## src/rtl/quad_carrier_demod_pkg.sv

```systemverilog
// Shared definitions for the fs/4 quadrature demodulator.
// Carrier codes are bit-identical to the ones the local carrier generator
// uses, so the modulator and demodulator phase tables cannot drift apart.
//   car_code_t    : 2-bit carrier weight (+1 / 0 / -1)
//   demod_state_t : control FSM state
//   cos_code()    : I-branch carrier weight for a 2-bit phase
//   sin_code()    : Q-branch carrier weight for a 2-bit phase
package quad_carrier_demod_pkg;

    typedef enum logic [1:0] {
        CAR_ZERO = 2'b00,
        CAR_POS  = 2'b01,
        CAR_NEG  = 2'b11
    } car_code_t;

    typedef enum logic {
        IDLE = 1'b0,
        RUN  = 1'b1
    } demod_state_t;

    // cos sequence over phases 0..3: +1, 0, -1, 0
    function automatic car_code_t cos_code(input logic [1:0] phase);
        case (phase)
            2'd0:    return CAR_POS;
            2'd2:    return CAR_NEG;
            default: return CAR_ZERO;
        endcase
    endfunction

    // sin sequence over phases 0..3: 0, +1, 0, -1
    function automatic car_code_t sin_code(input logic [1:0] phase);
        case (phase)
            2'd1:    return CAR_POS;
            2'd3:    return CAR_NEG;
            default: return CAR_ZERO;
        endcase
    endfunction

endpackage

```

## src/rtl/quad_carrier_demod_iq_integrator.sv

```systemverilog
// One demodulator branch (iq_integrator): mixes a sample by a carrier
// code, then integrates it and dumps the result.
//   clk, rst_n : clock, asynchronous active-low reset
//   clear      : accumulator returns to 0 on the next edge (dump / disable)
//   restart    : current sample starts a new symbol (ignore the old sum)
//   step       : current sample is accepted into the sum
//   code       : carrier weight for the current sample
//   data       : signed received sample
//   sum        : accumulator plus the current mixed sample (dump value)
module quad_carrier_demod_iq_integrator
    import quad_carrier_demod_pkg::*;
#(
    parameter int DW = 8,
    parameter int AW = 12
) (
    input  logic                 clk,
    input  logic                 rst_n,
    input  logic                 clear,
    input  logic                 restart,
    input  logic                 step,
    input  car_code_t            code,
    input  logic signed [DW-1:0] data,
    output logic signed [AW-1:0] sum
);

    logic signed [AW-1:0] acc;
    logic signed [DW:0]   data_ext;
    logic signed [DW:0]   mixed;
    logic signed [AW-1:0] base;
    logic signed [AW-1:0] term;

    // One extra bit so that negating the most negative sample stays exact.
    assign data_ext = {data[DW-1], data};

    always_comb begin
        mixed = '0;
        case (code)
            CAR_POS: mixed = data_ext;
            CAR_NEG: mixed = -data_ext;
            default: mixed = '0;
        endcase
    end

    assign base = restart ? '0 : acc;
    assign term = step ? {{(AW-DW-1){mixed[DW]}}, mixed} : '0;
    assign sum  = base + term;

    always_ff @(posedge clk or negedge rst_n) begin
        if (!rst_n) begin
            acc <= '0;
        end else if (clear) begin
            acc <= '0;
        end else begin
            acc <= sum;
        end
    end

endmodule

```

## src/rtl/quad_carrier_demod.sv

```systemverilog
// Coherent fs/4 quadrature demodulator. It mixes each valid sample with an
// internal cos/sin carrier, integrates over SPS valid samples and then
// emits I/Q soft sums and hard-decision bits once per symbol.
//   clk, rst_n           : clock, asynchronous active-low reset
//   en                   : block enable; low forces IDLE
//   sync                 : symbol-start strobe (realigns phase and count)
//   in_valid, in_data    : qualified signed input sample
//   busy                 : high while in RUN
//   sym_valid            : 1-cycle pulse when sym_* / acc_*_out update
//   sym_i, sym_q         : hard bits (1 = negative sum)
//   acc_i_out, acc_q_out : signed soft sums of the last symbol
module quad_carrier_demod
    import quad_carrier_demod_pkg::*;
#(
    parameter  int DW  = 8,
    parameter  int SPS = 16,
    localparam int AW  = DW + $clog2(SPS)
) (
    input  logic                 clk,
    input  logic                 rst_n,
    input  logic                 en,
    input  logic                 sync,
    input  logic                 in_valid,
    input  logic signed [DW-1:0] in_data,
    output logic                 busy,
    output logic                 sym_valid,
    output logic                 sym_i,
    output logic                 sym_q,
    output logic signed [AW-1:0] acc_i_out,
    output logic signed [AW-1:0] acc_q_out
);

    localparam int CW = $clog2(SPS);

    demod_state_t         state;
    logic [1:0]           phase;
    logic [CW-1:0]        count;
    logic                 run;
    logic                 start;
    logic                 take;
    logic                 dump;
    logic                 restart;
    logic                 clear;
    logic [1:0]           phase_cur;
    logic signed [AW-1:0] sum_i;
    logic signed [AW-1:0] sum_q;

    assign run   = (state == RUN) && en;
    assign start = en && sync;
    assign take  = in_valid && (run || start);
    // A sync on the dump sample lets the old symbol finish; the new symbol
    // then begins with the following valid sample at phase 0.
    assign dump    = run && in_valid && (count == CW'(SPS - 1));
    assign restart = start && !dump;
    assign clear   = !en || dump;
    assign phase_cur = restart ? 2'd0 : phase;
    assign busy    = (state == RUN);

    quad_carrier_demod_iq_integrator #(.DW(DW), .AW(AW)) u_int_i (
        .clk     (clk),
        .rst_n   (rst_n),
        .clear   (clear),
        .restart (restart),
        .step    (take),
        .code    (cos_code(phase_cur)),
        .data    (in_data),
        .sum     (sum_i)
    );

    quad_carrier_demod_iq_integrator #(.DW(DW), .AW(AW)) u_int_q (
        .clk     (clk),
        .rst_n   (rst_n),
        .clear   (clear),
        .restart (restart),
        .step    (take),
        .code    (sin_code(phase_cur)),
        .data    (in_data),
        .sum     (sum_q)
    );

    always_ff @(posedge clk or negedge rst_n) begin
        if (!rst_n) begin
            state     <= IDLE;
            phase     <= 2'd0;
            count     <= '0;
            sym_valid <= 1'b0;
            sym_i     <= 1'b0;
            sym_q     <= 1'b0;
            acc_i_out <= '0;
            acc_q_out <= '0;
        end else begin
            sym_valid <= dump;
            if (dump) begin
                acc_i_out <= sum_i;
                acc_q_out <= sum_q;
                sym_i     <= sum_i[AW-1];
                sym_q     <= sum_q[AW-1];
            end

            if (!en) begin
                state <= IDLE;
                phase <= 2'd0;
                count <= '0;
            end else if (dump) begin
                state <= RUN;
                phase <= 2'd0;
                count <= '0;
            end else if (start) begin
                // sample on the sync cycle (if any) is sample 0 at phase 0
                state <= RUN;
                phase <= in_valid ? 2'd1 : 2'd0;
                count <= in_valid ? CW'(1) : '0;
            end else if (state == RUN && in_valid) begin
                phase <= phase + 2'd1;
                count <= count + CW'(1);
            end
        end
    end

endmodule

```

## config.mk

```make
export PLATFORM = sky130hd
export DESIGN_NAME = quad_carrier_demod
export DESIGN_NICKNAME = d
export VERILOG_FILES = /design/src/rtl/quad_carrier_demod_pkg.sv /design/src/rtl/quad_carrier_demod_iq_integrator.sv /design/src/rtl/quad_carrier_demod.sv
export SDC_FILE = /design/constraint.sdc
export NUM_CORES = 1
export LEC_CHECK = 0
export ABC_AREA = 0
export BUFFER_PORTS_ARGS = -buffer_cell sky130_fd_sc_hd__buf_2
export CORE_MARGIN = 2
export CORE_UTILIZATION = 25
export DETAILED_ROUTE_END_ITERATION = 8
export HOLD_SLACK_MARGIN = 0.05
export PLACE_DENSITY = 0.47
export REMOVE_ABC_BUFFERS = 1
export SLEW_MARGIN = 20
export SYNTH_ARGS = -nofsm -noshare
export SYNTH_HDL_FRONTEND = slang
export SYNTH_SLANG_ARGS = --single-unit
```

## constraint.sdc

```tcl
create_clock -name clk -period 4.2 [get_ports clk]
set_clock_uncertainty 0.1 [all_clocks]
set_input_delay 0.84 -clock clk [delete_from_list [all_inputs] [get_ports clk]]
set_output_delay 0.84 -clock clk [all_outputs]
set_load 0.1 [all_outputs]
```

==> results of run 1 <==
[area by class of cell]
class	count	area share [%]
sequential	56	32.99
multi-input combinational	325	49.63
inverter	22	1.944
clock buffer	7	3.594
timing repair buffer	47	6.303
tap	184	5.420
antenna	2	0.1178
[worst max-delay path: stages]
cell and delay, ns:
buf_2 0.20, nand3_1 0.13, o21ai_1 0.32, buf_12 0.22, o22ai_1 0.10, and2_1 0.24
ha_1 0.32, a211oi_1 0.34, o21ai_0 0.22, a31oi_1 0.38, xnor3_1 0.28, mux2_2 0.26
[path summary, 6_finish.rpt]
path,endpoint,slack [ns],depth (start not counted)
setup / recovery,sym_i,0.44,12
hold / removal,acc_q_out[6],0.38,2
setup reg to reg,sym_i,0.60,11
hold reg to reg,acc_q_out[6],0.38,2
max in group asynchronous,u_int_i.acc[6],2.96,2
min in group asynchronous,acc_q_out[10],0.44,1
[registers in the layout (all words and copies together), names as in the netlist]
signal and flops:
acc_i_out 11, sym_i 1, u_int_q.acc 12, acc_q_out 11, phase 2, count 4
sym_valid 1, sym_q 1, u_int_i.acc 12, busy 1
[through the flow]
step	hold WS (ns)	cell area, µm²	worst slack, ns	util [%]	power [mW]
after floorplan	0.4176	3587	-0.1628	-	0.6527
after global placement	0.3626	4088	0.1703	28.34	0.7060
after detailed placement	0.3663	4088	0.1388	28.34	0.7085
after CTS	0.3831	4240	0.4532	29.40	1.166
after global routing	0.4137	4243	0.2647	29.42	1.207
final	0.3760	4248	0.4399	29.45	1.142
[power groups by stage]
stage | clock network, mW | registers (mW) | logic [mW]
after floorplan | 0 | 0.570 | 0.0830
after global placement | 0 | 0.567 | 0.139
after detailed placement | 0 | 0.567 | 0.141
after CTS | 0.468 | 0.556 | 0.142
after global routing | 0.490 | 0.558 | 0.158
final | 0.446 | 0.557 | 0.139
[kinds of logic after synthesis]
| logic type | count (synthesis) | share of synthesized area (%) |
|---|---|---|
| AOI/OAI and AO/OA | 117 | 20.85 |
| xor gates and xnor gates | 24 | 6.482 |
| adders and majority gates | 26 | 9.280 |
| buffers and inverters | 40 | 4.435 |
| DFF | 56 | 38.21 |
| muxes | 2 | 0.5800 |
| and+or+nand+nor | 156 | 20.16 |
[cells in the mapped netlist, drive strengths merged, types with 8 or more instances]
cell type,count
a21oi,26
inv,22
nand2,44
nand3,8
nor2,47
clkbuf,12
o211ai,9
dfrtp,56
ha,24
nor3,8
xor2,15
o21ai,38
and2,25
[routing by layer]
metal / part of all wire (%) / global-route usage [%]
met1: 49 / 16.68
met2: 44 / 18.32
met3: 5.7 / 3.552
met4: 1.1 / 2.941
met5: 0 / 0
==> metrics, run 1 <==
run status complete, no violations; area of the multi-input gates 2108 µm²; synthesis-to-finish area growth 15.83%; Sinks on Clock Net 56; Seq/Total Area, Yosys a little under two fifths; share of power burned in the clock network between 30% and 40%; aggregate global-route resource usage roughly an eighth; die area 15650 µm²; Syn Inst Count roughly 420; WP data arrival around 3.9 ns; clock-pin slew on the worst setup and hold paths about 0.07 ns; H-Tree Depth 2; 1st-pass router iterations 4; area occupied by registers 1401 µm²; clock tree from TritonCTS yes; Cell variety after synth between 50 and 60; total leakage power between 2 and 2.5 nW; critical-path maximum fanout 29; number of flops mapped to enable cells by yosys 0; most frequent cells in the layout dfrtp_1, nor2_1, nand2_1, buf_2, o21ai_0; fill cell instance count of the final layout around 1600; hold buffers post-CTS 0; launch point of the worst hold path acc_q_out[6]; Data required, critical path roughly 4.3 ns; Num CTS Buffers 5; sum of negative setup slack 0 ns; summed instance area of the synthesized netlist 3667 µm²; Setup Crit Path Kind in2reg; Core Region ~14000 µm²; capturing element type of the critical path register; pins over their slew limit 0; postcts setup bufs 0; number of vias after detailed routing roughly 3000; slew at the pin closest to its max-slew limit ~0.60 ns; unrepaired setup endpoints after global routing false; maximum buffer depth of the clock tree 2; worst rel slew slack 60.22%; GR Overflow Total 0; startpoint type of the worst setup path primary input; Clk Tree Root Cell clkbuf_16; final-report hold violation count 0; number of setup violations in the final report 0; mean cell area of the mapped netlist approximately 8.7 µm²; count of state elements after synthesis 56; height of the die ~130 µm; initial core utilization between 20% and 30%; Reg2Reg Launch Point busy; first-pass GRT wire length 15.29 mm; hpwl dp between 6 and 7 mm; post-DR vias/cell 4.703; most common cell after layout, fill and taps aside dfrtp_1; initial antenna violation count 1; layout cell share with drive strength beyond 1 approximately 14%; number of I/O pins just over 40; DRC violation count after routing 0; Max rail drop VDD 0.1346 mV; worst setup path startpoint in_valid; via count of the first global-routing pass slightly above 3000; Post-CTS Resized 0; warning count from the yosys run 0; later-pin clock latency in the skew report around 0.30 ns; pin count of the biggest net entering global routing 50; part of the power in combinational logic 12.2%; final cycle utilization of the critical path 89.53%; WL final approximately 9.0 mm; die extent in x 125.1 µm; max-cap viol count 0; routed wirelength normalized by instance count between 10 and 15 µm; count of routing violations after the opening detailed-route iteration ~190; leading post-synthesis cells by cell area dfrtp_1, ha_1, o21ai_0; biggest area consumer among synthesized cells dfrtp_1; P per Cell Area around 270 nW/µm²; remaining antenna violation count 0; nets 496; Port Buffer Count 40; highest achievable clock rate 0.2659 GHz; post-layout minimum cycle time 3.760 ns; switching power summed over all nets between 0.2 and 0.3 mW; share of synthesized flip-flops with an asynchronous set or reset between 90% and 100%; relative contribution of sequential cells to total power between 40% and 50%; net switching share of the total power about a quarter; placer congestion estimate around 0.78; most common flop cell mapped by yosys dfrtp_1; share of Yosys cell area claimed by the top area cell type a little under two fifths; Power Internal 0.8521 mW; number of core rows between 40 and 50; worst hold path type reg2reg; count of placed standard cells including taps 634; post-route insts no fill ~640
(Power assumes the default switching activity.)
==> inputs of run 2 (changes only) <==
PLACE_DENSITY = 0.38   (was 0.47)
clock period = 4.4 ns   (was 4.2 ns; I/O delays follow)
==> metrics, run 2 (synthesized netlist as in run 1, its figures left out) <==
worst rel slew slack 43.52% (was 60.22%); sum of negative setup slack 0 ns (unchanged); nets 495 (was 496); Worst R2R Path Depth 11 (unchanged); hold buffers post-CTS 0 (unchanged); Core Region 14420 µm² (unchanged); pin count of the biggest net entering global routing 38 (was 50); clock-pin slew on the worst setup and hold paths 0.07 ns (about the same); Data required, critical path 4.49 ns (was 4.29 ns); final-report hold violation count 0 (unchanged); WP data arrival 3.93 ns (was 3.85 ns); P per Cell Area 250.2 nW/µm² (was 268.8 nW/µm²); unrepaired setup endpoints after global routing false (unchanged); layout cell share with drive strength beyond 1 13.88% (was 14.44%); run status complete, no violations (unchanged); Num CTS Buffers 5 (unchanged); registers with the highest flip-flop counts u_int_i.acc: 12 flops, u_int_q.acc: 12 flops (unchanged); 1st-pass router iterations 4 (unchanged); Port Buffer Count 40 (unchanged); Inserted Diodes 0 (was 2); number of vias after detailed routing 3040 (was 3024); cell depth of the worst hold path 2 (unchanged); number of I/O pins 41 (unchanged); Max rail drop VDD 0.1288 mV (was 0.1346 mV); Sinks on Clock Net 56 (unchanged); startpoint type of the worst setup path primary input (unchanged); placer congestion estimate 0.7984 (was 0.7831); synthesis-to-finish area growth 14.67% (was 15.83%); most common cell after layout, fill and taps aside dfrtp_1 (unchanged); post-layout minimum cycle time slightly below 4 ns; DRC violation count after routing 0 (unchanged); Clk Tree Root Cell clkbuf_16 (unchanged); first-pass GRT wire length 15.71 mm (was 15.29 mm); later-pin clock latency in the skew report 0.30 ns (about the same); count of routing violations after the opening detailed-route iteration 120 (was 187); slowest CP cell a31oi_1 (unchanged); critical-path maximum fanout 6 (was 29); height of the die 125.1 µm (unchanged); most used cell along the critical path o21ai_0; total leakage power 1.996 nW (was 2.016 nW); initial antenna violation count 0 (was 1); max-cap viol count 0 (unchanged); placement-stage worst setup slack 0.2205 ns (was 0.1388 ns); post-route insts no fill 638 (was 643); series of cell instances along the critical path buf_2 > inv_1 > ha_1 > or3_1 > o21ai_0 > nand2b_1 > a21oi_1 > ha_1 > o21ai_0 > o21ai_0 > a31oi_1 > xnor3_1 > mux2_2 (was buf_2 > nand3_1 > o21ai_1 > buf_12 > o22ai_1 > and2_1 > ha_1 > a211oi_1 > o21ai_0 > a31oi_1 > xnor3_1 > mux2_2); final cycle utilization of the critical path around 87%; final cell utilization of the core 29.16% (was 29.45%); initial core utilization 25.43% (unchanged); most frequent cells in the layout dfrtp_1, nor2_1, nand2_1, buf_2, o21ai_0 (unchanged); Post-CTS Resized 0 (unchanged); via count of the first global-routing pass 3027 (was 3065); post-layout power 1.052 mW (was 1.142 mW); worst setup margin 0.5581 ns (was 0.4399 ns); capturing element type of the critical path register (unchanged); hpwl dp 6.853 mm (was 6.757 mm); routed wirelength normalized by instance count 14.69 µm (was 13.96 µm); Setup Crit Path Kind in2reg (unchanged); delay of the slowest cell on the worst path 0.42 ns (was 0.38 ns); count of placed standard cells including taps 633 (was 634); postcts setup bufs 0 (unchanged); pins over their slew limit 0 (unchanged); highest achievable clock rate roughly 0.26 GHz; H-Tree Depth 2 (unchanged); die area 15650 µm² (unchanged); remaining antenna violation count 0 (unchanged); WL final 9.372 mm (was 8.976 mm); die extent in x 125.1 µm (unchanged); buffers plus inverters on the worst setup path 2 (unchanged); maximum buffer depth of the clock tree 2 (unchanged); largest delay contributor family on the critical path compound AO/OA/AOI/OAI gates (unchanged); slew at the pin closest to its max-slew limit 0.8472 ns (was 0.5967 ns); post-DR vias/cell 4.765 (was 4.703); CP Depth 13 (was 12); clock tree from TritonCTS yes (unchanged); fill cell instance count of the final layout 1546 (was 1585); number of setup violations in the final report 0 (unchanged); worst hold path type reg2reg (unchanged); GR Overflow Total 0 (unchanged); number of core rows 44 (unchanged); aggregate global-route resource usage 12.34% (was 11.99%)
-- run 2: cell types whose count changed in the layout (fill, tap and decap cells not counted) --
cell      previous run  this run
buf_2               39        40
diode_2              2         0
clkbuf_8             2         0
buf_4                7         5
-- run 2: final timing paths --
check	start	endpoint	slack, ns
setup / recovery	in_data[0]	sym_i	0.56
hold / removal	acc_i_out[9]	acc_i_out[9]	0.37
setup reg to reg	busy	sym_i	0.84
hold reg to reg	acc_i_out[9]	acc_i_out[9]	0.37
max in group asynchronous	rst_n	u_int_i.acc[9]	2.81
min in group asynchronous	rst_n	acc_q_out[10]	0.59
-- run 2: stage by stage --
stage	hold WS [ns]	instance area [µm²]
floorplan	0.4176	3587
global placement	0.3585	4080
detailed placement	0.3650	4080
CTS	0.3813	4205
global route	0.4081	4205
finish	0.3742	4205
-- run 2: layout make-up --
type	count	area (µm²)	area share, %
Multi-Input combinational cell	325	2108	50.13
Sequential cell	56	1401	33.32
Timing Repair Buffer	46	257.7	6.129
Tap cell	184	230.2	5.475
Clock buffer	5	125.1	2.975
Inverter	22	82.58	1.964
-- run 2: metal layers --
layer | track usage (%) | routed length (µm)
met1 | 18.22 | 4921
met2 | 17.74 | 3923
met4 | 4.444 | 225
met3 | 2.525 | 301
met5 | 0 | 0
-- run 2: tightest hold or removal path, cell delays in order (launching register included) --
cell and delay, ns:
dfrtp_1 0.34, nand2_1 0.04, o21ai_0 0.05
-- run 2: power breakdown --
part           internal [mW]  leakage (nW)  switching [mW]  total, mW
Clock                  0.202        0.0616           0.183      0.385
Combinational         0.0493          1.16          0.0858      0.135
Sequential             0.524         0.776         0.00781      0.532
